<file path="config.mk">
export PLATFORM = sky130hd
export DESIGN_NAME = fetch_stage
export DESIGN_NICKNAME = d
export VERILOG_FILES = /design/src/rtl/fetch_stage_pkg.sv /design/src/rtl/fetch_fifo.sv /design/src/rtl/fetch_stage.sv
export SDC_FILE = /design/constraint.sdc
export NUM_CORES = 1
export LEC_CHECK = 0
export BUFFER_PORTS_ARGS = -buffer_cell sky130_fd_sc_hd__buf_2
export CAP_MARGIN = 25
export CORE_MARGIN = 2
export CORE_UTILIZATION = 52
export DETAILED_ROUTE_END_ITERATION = 10
export PLACE_DENSITY = 0.86
export SLEW_MARGIN = 25
export SYNTH_ARGS = -nofsm -noshare
export SYNTH_HDL_FRONTEND = slang
export SYNTH_SLANG_ARGS = --single-unit
</file>
<file path="constraint.sdc">
create_clock -name clk -period 7.7 [get_ports clk]
set_input_delay 1.54 -clock clk [delete_from_list [all_inputs] [get_ports clk]]
set_output_delay 1.54 -clock clk [all_outputs]
set_load 0.05 [all_outputs]
</file>
<file path="src/rtl/fetch_stage_pkg.sv">
// Shared RV32I fetch definitions: default widths and reset PC, the canonical
// NOP encoding shown to decode when nothing is buffered, and opcode/field
// types that decode uses when it slices opcode/funct3 out of if_instr.
package fetch_stage_pkg;

  localparam int unsigned DEF_XLEN     = 32;
  localparam logic [31:0] DEF_RESET_PC = 32'h0000_0000;

  // addi x0, x0, 0
  localparam logic [31:0] NOP_INSTR = 32'h0000_0013;

  typedef enum logic [6:0] {
    OP_IMM = 7'b0010011,
    OP_REG = 7'b0110011
  } opcode_e;

  // R-type field view of an instruction word; decode overlays it on if_instr.
  typedef struct packed {
    logic [6:0] funct7;
    logic [4:0] rs2;
    logic [4:0] rs1;
    logic [2:0] funct3;
    logic [4:0] rd;
    logic [6:0] opcode;
  } rv32_instr_t;

endpackage

</file>
<file path="src/rtl/fetch_fifo.sv">
// Synchronous instruction buffer for the fetch stage.
// Ports:
//   clk, rst_n  - clock, asynchronous active-low reset
//   push        - write push_data this cycle (ignored during flush)
//   push_data   - {instr, pc} entry
//   pop         - drop the head entry (ignored when empty or during flush)
//   flush       - discard every entry; wins over push and pop
//   count       - number of valid entries, 0..DEPTH
//   head        - oldest entry; contents undefined when count == 0
module fetch_fifo #(
  parameter int unsigned WIDTH = 64,
  parameter int unsigned DEPTH = 4
) (
  input  logic                       clk,
  input  logic                       rst_n,
  input  logic                       push,
  input  logic [WIDTH-1:0]           push_data,
  input  logic                       pop,
  input  logic                       flush,
  output logic [$clog2(DEPTH+1)-1:0] count,
  output logic [WIDTH-1:0]           head
);

  localparam int unsigned AW = $clog2(DEPTH);
  localparam int unsigned CW = $clog2(DEPTH + 1);

  logic [AW-1:0]    wr_ptr_q, wr_ptr_d;
  logic [AW-1:0]    rd_ptr_q, rd_ptr_d;
  logic [CW-1:0]    count_q, count_d;
  logic             push_en, pop_en;
  logic [WIDTH-1:0] mem_q [DEPTH];

  // NOTE: every always_comb output gets a default first so no path leaves a
  // value unassigned, which would otherwise infer a latch.
  always_comb begin
    push_en  = push && !flush;
    pop_en   = pop && !flush && (count_q != '0);
    wr_ptr_d = wr_ptr_q;
    rd_ptr_d = rd_ptr_q;
    count_d  = count_q;
    if (flush) begin
      wr_ptr_d = '0;
      rd_ptr_d = '0;
      count_d  = '0;
    end else begin
      // DEPTH is a power of two, so the pointers wrap on their own.
      wr_ptr_d = wr_ptr_q + AW'(push_en);
      rd_ptr_d = rd_ptr_q + AW'(pop_en);
      count_d  = count_q + CW'(push_en) - CW'(pop_en);
    end
  end

  // NOTE: sequential state is updated only with non-blocking assignments so
  // every flop samples the pre-edge values regardless of block ordering.
  always_ff @(posedge clk or negedge rst_n) begin
    if (!rst_n) begin
      wr_ptr_q <= '0;
      rd_ptr_q <= '0;
      count_q  <= '0;
    end else begin
      wr_ptr_q <= wr_ptr_d;
      rd_ptr_q <= rd_ptr_d;
      count_q  <= count_d;
    end
  end

  // NOTE: the storage array is deliberately not reset; count_q alone decides
  // what is valid, and leaving the array reset-free lets it map to plain RAM.
  always_ff @(posedge clk) begin
    if (push_en) begin
      mem_q[wr_ptr_q] <= push_data;
    end
  end

  assign count = count_q;
  assign head  = mem_q[rd_ptr_q];

  // The fetch credit rule must keep pushes from ever landing on a full buffer.
  a_no_overflow : assert property (@(posedge clk) disable iff (!rst_n)
    push_en |-> ((count_q != CW'(DEPTH)) || pop_en));

endmodule

</file>
<file path="src/rtl/fetch_stage.sv">
// RV32I instruction-fetch stage.
// Owns the fetch PC, issues in-order word requests to instruction memory,
// buffers the returned words with their PCs and hands {instr, pc} to decode
// over a valid/ready pair. A redirect flushes the buffer and arranges for
// every response still in flight to be discarded on arrival.
// Ports:
//   clk, rst_n                      - clock, asynchronous active-low reset
//   imem_req_valid/ready/addr       - request channel (addr is the fetch PC)
//   imem_rsp_valid/data             - in-order responses, no backpressure
//   redirect_valid/pc               - restart fetch at redirect_pc & ~3
//   if_valid/ready/instr/pc         - instruction handoff to decode
module fetch_stage
  import fetch_stage_pkg::*;
#(
  parameter int unsigned     XLEN            = DEF_XLEN,
  parameter logic [XLEN-1:0] RESET_PC        = XLEN'(DEF_RESET_PC),
  parameter int unsigned     FIFO_DEPTH      = 4,
  parameter int unsigned     MAX_OUTSTANDING = 2
) (
  input  logic            clk,
  input  logic            rst_n,
  output logic            imem_req_valid,
  input  logic            imem_req_ready,
  output logic [XLEN-1:0] imem_req_addr,
  input  logic            imem_rsp_valid,
  input  logic [31:0]     imem_rsp_data,
  input  logic            redirect_valid,
  input  logic [XLEN-1:0] redirect_pc,
  output logic            if_valid,
  input  logic            if_ready,
  output logic [31:0]     if_instr,
  output logic [XLEN-1:0] if_pc
);

  localparam int unsigned ENTRY_W = 32 + XLEN;
  localparam int unsigned CNT_W   = $clog2(FIFO_DEPTH + 1);
  localparam int unsigned OUT_W   = $clog2(MAX_OUTSTANDING + 1);
  // Wide enough to hold outstanding + count without overflow.
  localparam int unsigned SUM_W   = ((CNT_W > OUT_W) ? CNT_W : OUT_W) + 1;

  logic [XLEN-1:0]    pc_q, pc_d;
  logic [XLEN-1:0]    rsp_pc_q, rsp_pc_d;
  logic [OUT_W-1:0]   outstanding_q, outstanding_d;
  logic [OUT_W-1:0]   drop_q, drop_d;

  logic               fifo_push, fifo_pop, fifo_flush;
  logic [CNT_W-1:0]   fifo_count;
  logic [ENTRY_W-1:0] fifo_head;
  logic [SUM_W-1:0]   credit_used;
  logic [XLEN-1:0]    redirect_pc_aligned;
  logic               req_fire;

  assign redirect_pc_aligned = redirect_pc & ~XLEN'(3);

  // Issue depends only on registered state (plus the redirect veto): a pop in
  // this cycle does not free a slot until the next one. Reserving a buffer
  // slot per in-flight request is what guarantees a push always fits.
  assign credit_used    = SUM_W'(outstanding_q) + SUM_W'(fifo_count);
  assign imem_req_valid = rst_n && !redirect_valid
                          && (outstanding_q < OUT_W'(MAX_OUTSTANDING))
                          && (credit_used < SUM_W'(FIFO_DEPTH));
  assign imem_req_addr  = pc_q;
  assign req_fire       = imem_req_valid && imem_req_ready;

  assign if_valid   = (fifo_count != '0);
  assign if_instr   = if_valid ? fifo_head[ENTRY_W-1:XLEN] : NOP_INSTR;
  assign if_pc      = if_valid ? fifo_head[XLEN-1:0] : '0;

  always_comb begin
    pc_d          = pc_q;
    rsp_pc_d      = rsp_pc_q;
    outstanding_d = outstanding_q;
    drop_d        = drop_q;
    fifo_push     = 1'b0;
    fifo_flush    = 1'b0;
    fifo_pop      = if_valid && if_ready && !redirect_valid;

    if (redirect_valid) begin
      // No request can fire this cycle, so only an arriving response changes
      // the in-flight count; it is discarded here, and every request still in
      // flight afterwards must be discarded on arrival. This recomputation
      // also absorbs any drop count left over from an earlier redirect.
      pc_d          = redirect_pc_aligned;
      rsp_pc_d      = redirect_pc_aligned;
      fifo_flush    = 1'b1;
      outstanding_d = outstanding_q - OUT_W'(imem_rsp_valid);
      drop_d        = outstanding_q - OUT_W'(imem_rsp_valid);
    end else begin
      if (req_fire) begin
        pc_d = pc_q + XLEN'(4);
      end
      outstanding_d = outstanding_q + OUT_W'(req_fire) - OUT_W'(imem_rsp_valid);
      if (imem_rsp_valid) begin
        if (drop_q != '0) begin
          drop_d = drop_q - OUT_W'(1);
        end else begin
          fifo_push = 1'b1;
          rsp_pc_d  = rsp_pc_q + XLEN'(4);
        end
      end
    end
  end

  always_ff @(posedge clk or negedge rst_n) begin
    if (!rst_n) begin
      pc_q          <= RESET_PC;
      rsp_pc_q      <= RESET_PC;
      outstanding_q <= '0;
      drop_q        <= '0;
    end else begin
      pc_q          <= pc_d;
      rsp_pc_q      <= rsp_pc_d;
      outstanding_q <= outstanding_d;
      drop_q        <= drop_d;
    end
  end

  fetch_fifo #(
    .WIDTH (ENTRY_W),
    .DEPTH (FIFO_DEPTH)
  ) u_fifo (
    .clk       (clk),
    .rst_n     (rst_n),
    .push      (fifo_push),
    .push_data ({imem_rsp_data, rsp_pc_q}),
    .pop       (fifo_pop),
    .flush     (fifo_flush),
    .count     (fifo_count),
    .head      (fifo_head)
  );

  // Memory may only answer requests it has accepted.
  a_rsp_has_request : assert property (@(posedge clk) disable iff (!rst_n)
    imem_rsp_valid |-> (outstanding_q != '0));

endmodule
</file>
==> run summary <==
Outcome: finished clean
Setup violators final: 0
Seq/Total Area, Yosys: 69.3%
Startpoint types: primary input
Multi-input logic area: 3910 µm²
RSZ-0062 raised after global routing: no
Number of enable flip-flop cells after synthesis: 248
Largest net degree at the start of global routing: 76
Fill count: 1801
Clock Root Buffer: clkbuf_16
Vias/cell: 5.79
Post-CTS Setup Inserts: 0
WP data required: 6.16 ns
Setup TNS: 0 ns
I/O Buffers: 161
Area Growth Syn to Fin: 16.9%
Number of CTS-inserted buffers: 34
Vias in the first global route: 7812
Synthesized area per cell: 16.2 µm²
Syn Std Cell Area: 13300 µm²
First-pass GRT wire length: 42300 µm
Chip width: 164 µm
Longest Clk Path Bufs: 3
Slowest-stage cell, CP: or4b_4
DR DRC count: 0
Initial core utilization: 52.9%
Peak supply drop: 0.000220 V
Initial antenna violation count: 0
Die area: 26900 µm²
Pleak: 5.57 nW
Gates resized, CTS repair: 0
HP Class: flop to flop
Worst setup EP type: output pin
PwrDens: 332 nW/µm²
Synth Flop Type: edfxtp_1
MaxCap Viol Count: 0
WS Path Type: primary input to output pin
Fin util: 61.8%
Die Ht: 164 µm
Critical-path cell list: buf_2 -> buf_4 -> or4b_4 -> nor3_1 -> buf_2
Ant. Diodes: 0
Detailed Place HPWL: 16400 µm
Fraction of registers with async set/reset: 22.3%
Clock Sinks: 319
Via count: 7776
CTS clk-pin slew, worst paths: 0.06 ns
Unique cell type count in the Yosys netlist: 52
Max-slew headroom: 36.3%
IO Pins: 168
Wirelength per Cell: 20.1 µm
Top post-synthesis cells by area: edfxtp_1 56%, dfrtp_1 13%, mux4_2 10%
Routed Antenna Nets: 0
Hold-fix buffers, CTS: 0
Top cell type's share of synthesized area: 55.9%
FMAX: 214 MHz
Cell Rows: 58
Worst slew pin tran: 0.956 ns
CORE AREA: 25200 µm²
Worst stage delay on the critical path: 0.65 ns
All-Layer GR Usage: 20.5%
Most used cell, CP: buf_2
# H-tree levels: 2
Initial DRC Count: 699
CTS tree: yes
Slew Limit Fails: 0
Overflow after GRT: 0
Area leader, netlist: edfxtp_1
Crit path time final: 4.66 ns
Dpl cell area: 14500 µm²
Flip-flop and latch area: 9230 µm²
Routed WL: 27000 µm
Yosys warnings: 0
Routability congestion estimate: 0.873
Cell count after synthesis: 820
Final worst path period share: 60.6%
Clk_skew: 0.0180 ns
TritonRoute pass-1 iters: 5
Nets@finish: 1073
CP arrival: 3.12 ns
Final hold vios: 0
Fin area: 15600 µm²
Final Power: 5.16 mW
Crit Path Max Fanout: 75
Later-pin clock latency in the skew report: 0.50 ns
Layout cells sized above 1: 30.3%
Seq cells post-synth: 319
[report_power, final]
| part | leakage, nW | total (mW) | switching (mW) | internal, mW |
|---|---|---|---|---|
| combinational | 1.97 | 1.59 | 1.18 | 0.417 |
| clock | 0.500 | 1.50 | 0.625 | 0.871 |
| sequential | 3.10 | 2.07 | 0.103 | 1.97 |
| total | 5.57 | 5.16 | 1.91 | 3.26 |
[Yosys cell counts (2+ instances only)]
cell      count
o311ai_0     11
ha_1         11
and4_1        4
o311ai_1      2
xor2_1       22
or2_2         3
buf_2         5
inv_2         2
mux2_2        6
and2_1        2
buf_1         4
and3_1        9
o21ai_0      37
or4_1         4
dfrtp_1      71
o31a_1        5
nor3_1        8
nor2_1       20
mux4_2       62
clkbuf_1     27
a31o_2        3
nor4_1        4
edfxtp_1    248
inv_1        19
buf_4         4
a21oi_1       7
o211ai_1     13
nand2_1      51
a21boi_0      2
nand4_1      19
nand2b_1      4
xnor2_1      17
nand3_1      31
o21a_1        2
nor2b_1      62
nand4b_1      3
[registers in the layout, indices dropped and copies added, names as in the netlist]
signal,flops
rsp_pc_q,30
u_fifo.mem_q,248
drop_q,2
u_fifo.wr_ptr_q,2
outstanding_q,2
imem_req_addr,30
u_fifo.count,3
u_fifo.rd_ptr_q,2
[layer usage]
| metal | vias to the layer above | routed length [µm] | track usage, % |
|---|---|---|---|
| met2 | 308 | 13100 | 33.3 |
| li1 | 3512 | - | - |
| met4 | 0 | 346 | 4.31 |
| met3 | 30 | 1740 | 3.64 |
| met5 | - | 0 | 0 |
| met1 | 3926 | 11800 | 29.5 |
[worst paths after layout]
kind                                        start            endpoint  slack, ns  depth (start not counted)
worst min register to register  imem_req_addr[30]   imem_req_addr[30]       0.56                          1
max in group asynchronous                   rst_n  u_fifo.rd_ptr_q[0]       5.75                          2
worst max-delay path               redirect_valid      imem_req_valid       3.04                          5
worst max register to register   outstanding_q[1]    outstanding_q[1]       4.81                         10
worst min-delay path            imem_req_addr[30]   imem_req_addr[30]       0.56                          1
min in group asynchronous                   rst_n   imem_req_addr[29]       1.27                          2
[area by class of cell]
cell class / count / area share (%)
flip-flops and latches: 319 / 59.3
repair buffers: 172 / 5.79
clock inverters: 18 / 0.627
inverters: 21 / 0.506
well taps: 330 / 2.65
multi-input cells: 443 / 25.1
clock buffers: 41 / 6.04
[per-stage QoR]
stage	hold WS [ns]	setup slack (ns)	cells
2_1_floorplan	0.494	1.74	823
3_3_place_gp	0.524	3.06	1284
3_5_place_dp	0.543	3.05	1284
4_1_cts	0.557	3.03	1343
5_1_grt	0.588	2.94	1344
6_report	0.564	3.04	1344
[kinds of logic (layout without fill, tap and decap cells)]
group / after synthesis / count (layout) / share of synthesized area (%)
other: 1 / 4 / 0.0282
buffers and inverters: 61 / 252 / 1.88
AO/OA/AOI/OAI: 86 / 86 / 4.22
AND/OR/NAND/NOR: 233 / 233 / 9.81
multiplexers: 69 / 69 / 11.1
adder cells (fa/ha/maj): 12 / 12 / 1.18
flip-flops: 319 / 319 / 69.3
XOR/XNOR: 39 / 39 / 2.56
[critical path: cells and delay by family]
family / cells / cell delay [ns]
buffers and inverters: 3 / 0.73
and+or+nand+nor: 2 / 0.83
[layout by cell type (no fill, tap or decap), types with 5 or more instances in the layout]
cell type / count
nand3_1: 31
buf_4: 10
mux2_2: 6
nand2_1: 51
o211ai_1: 13
clkbuf_16: 37
a21oi_1: 7
xor2_1: 22
o31a_1: 5
clkinv_1: 8
nor3_1: 7
and3_1: 8
o311ai_0: 11
xnor2_1: 17
ha_1: 11
nand4_1: 19
o21ai_0: 37
nor2_1: 19
buf_2: 161
inv_1: 19
dfrtp_1: 69
edfxtp_1: 248
mux4_2: 62
nor2b_1: 62
(Power assumes the default switching activity.)
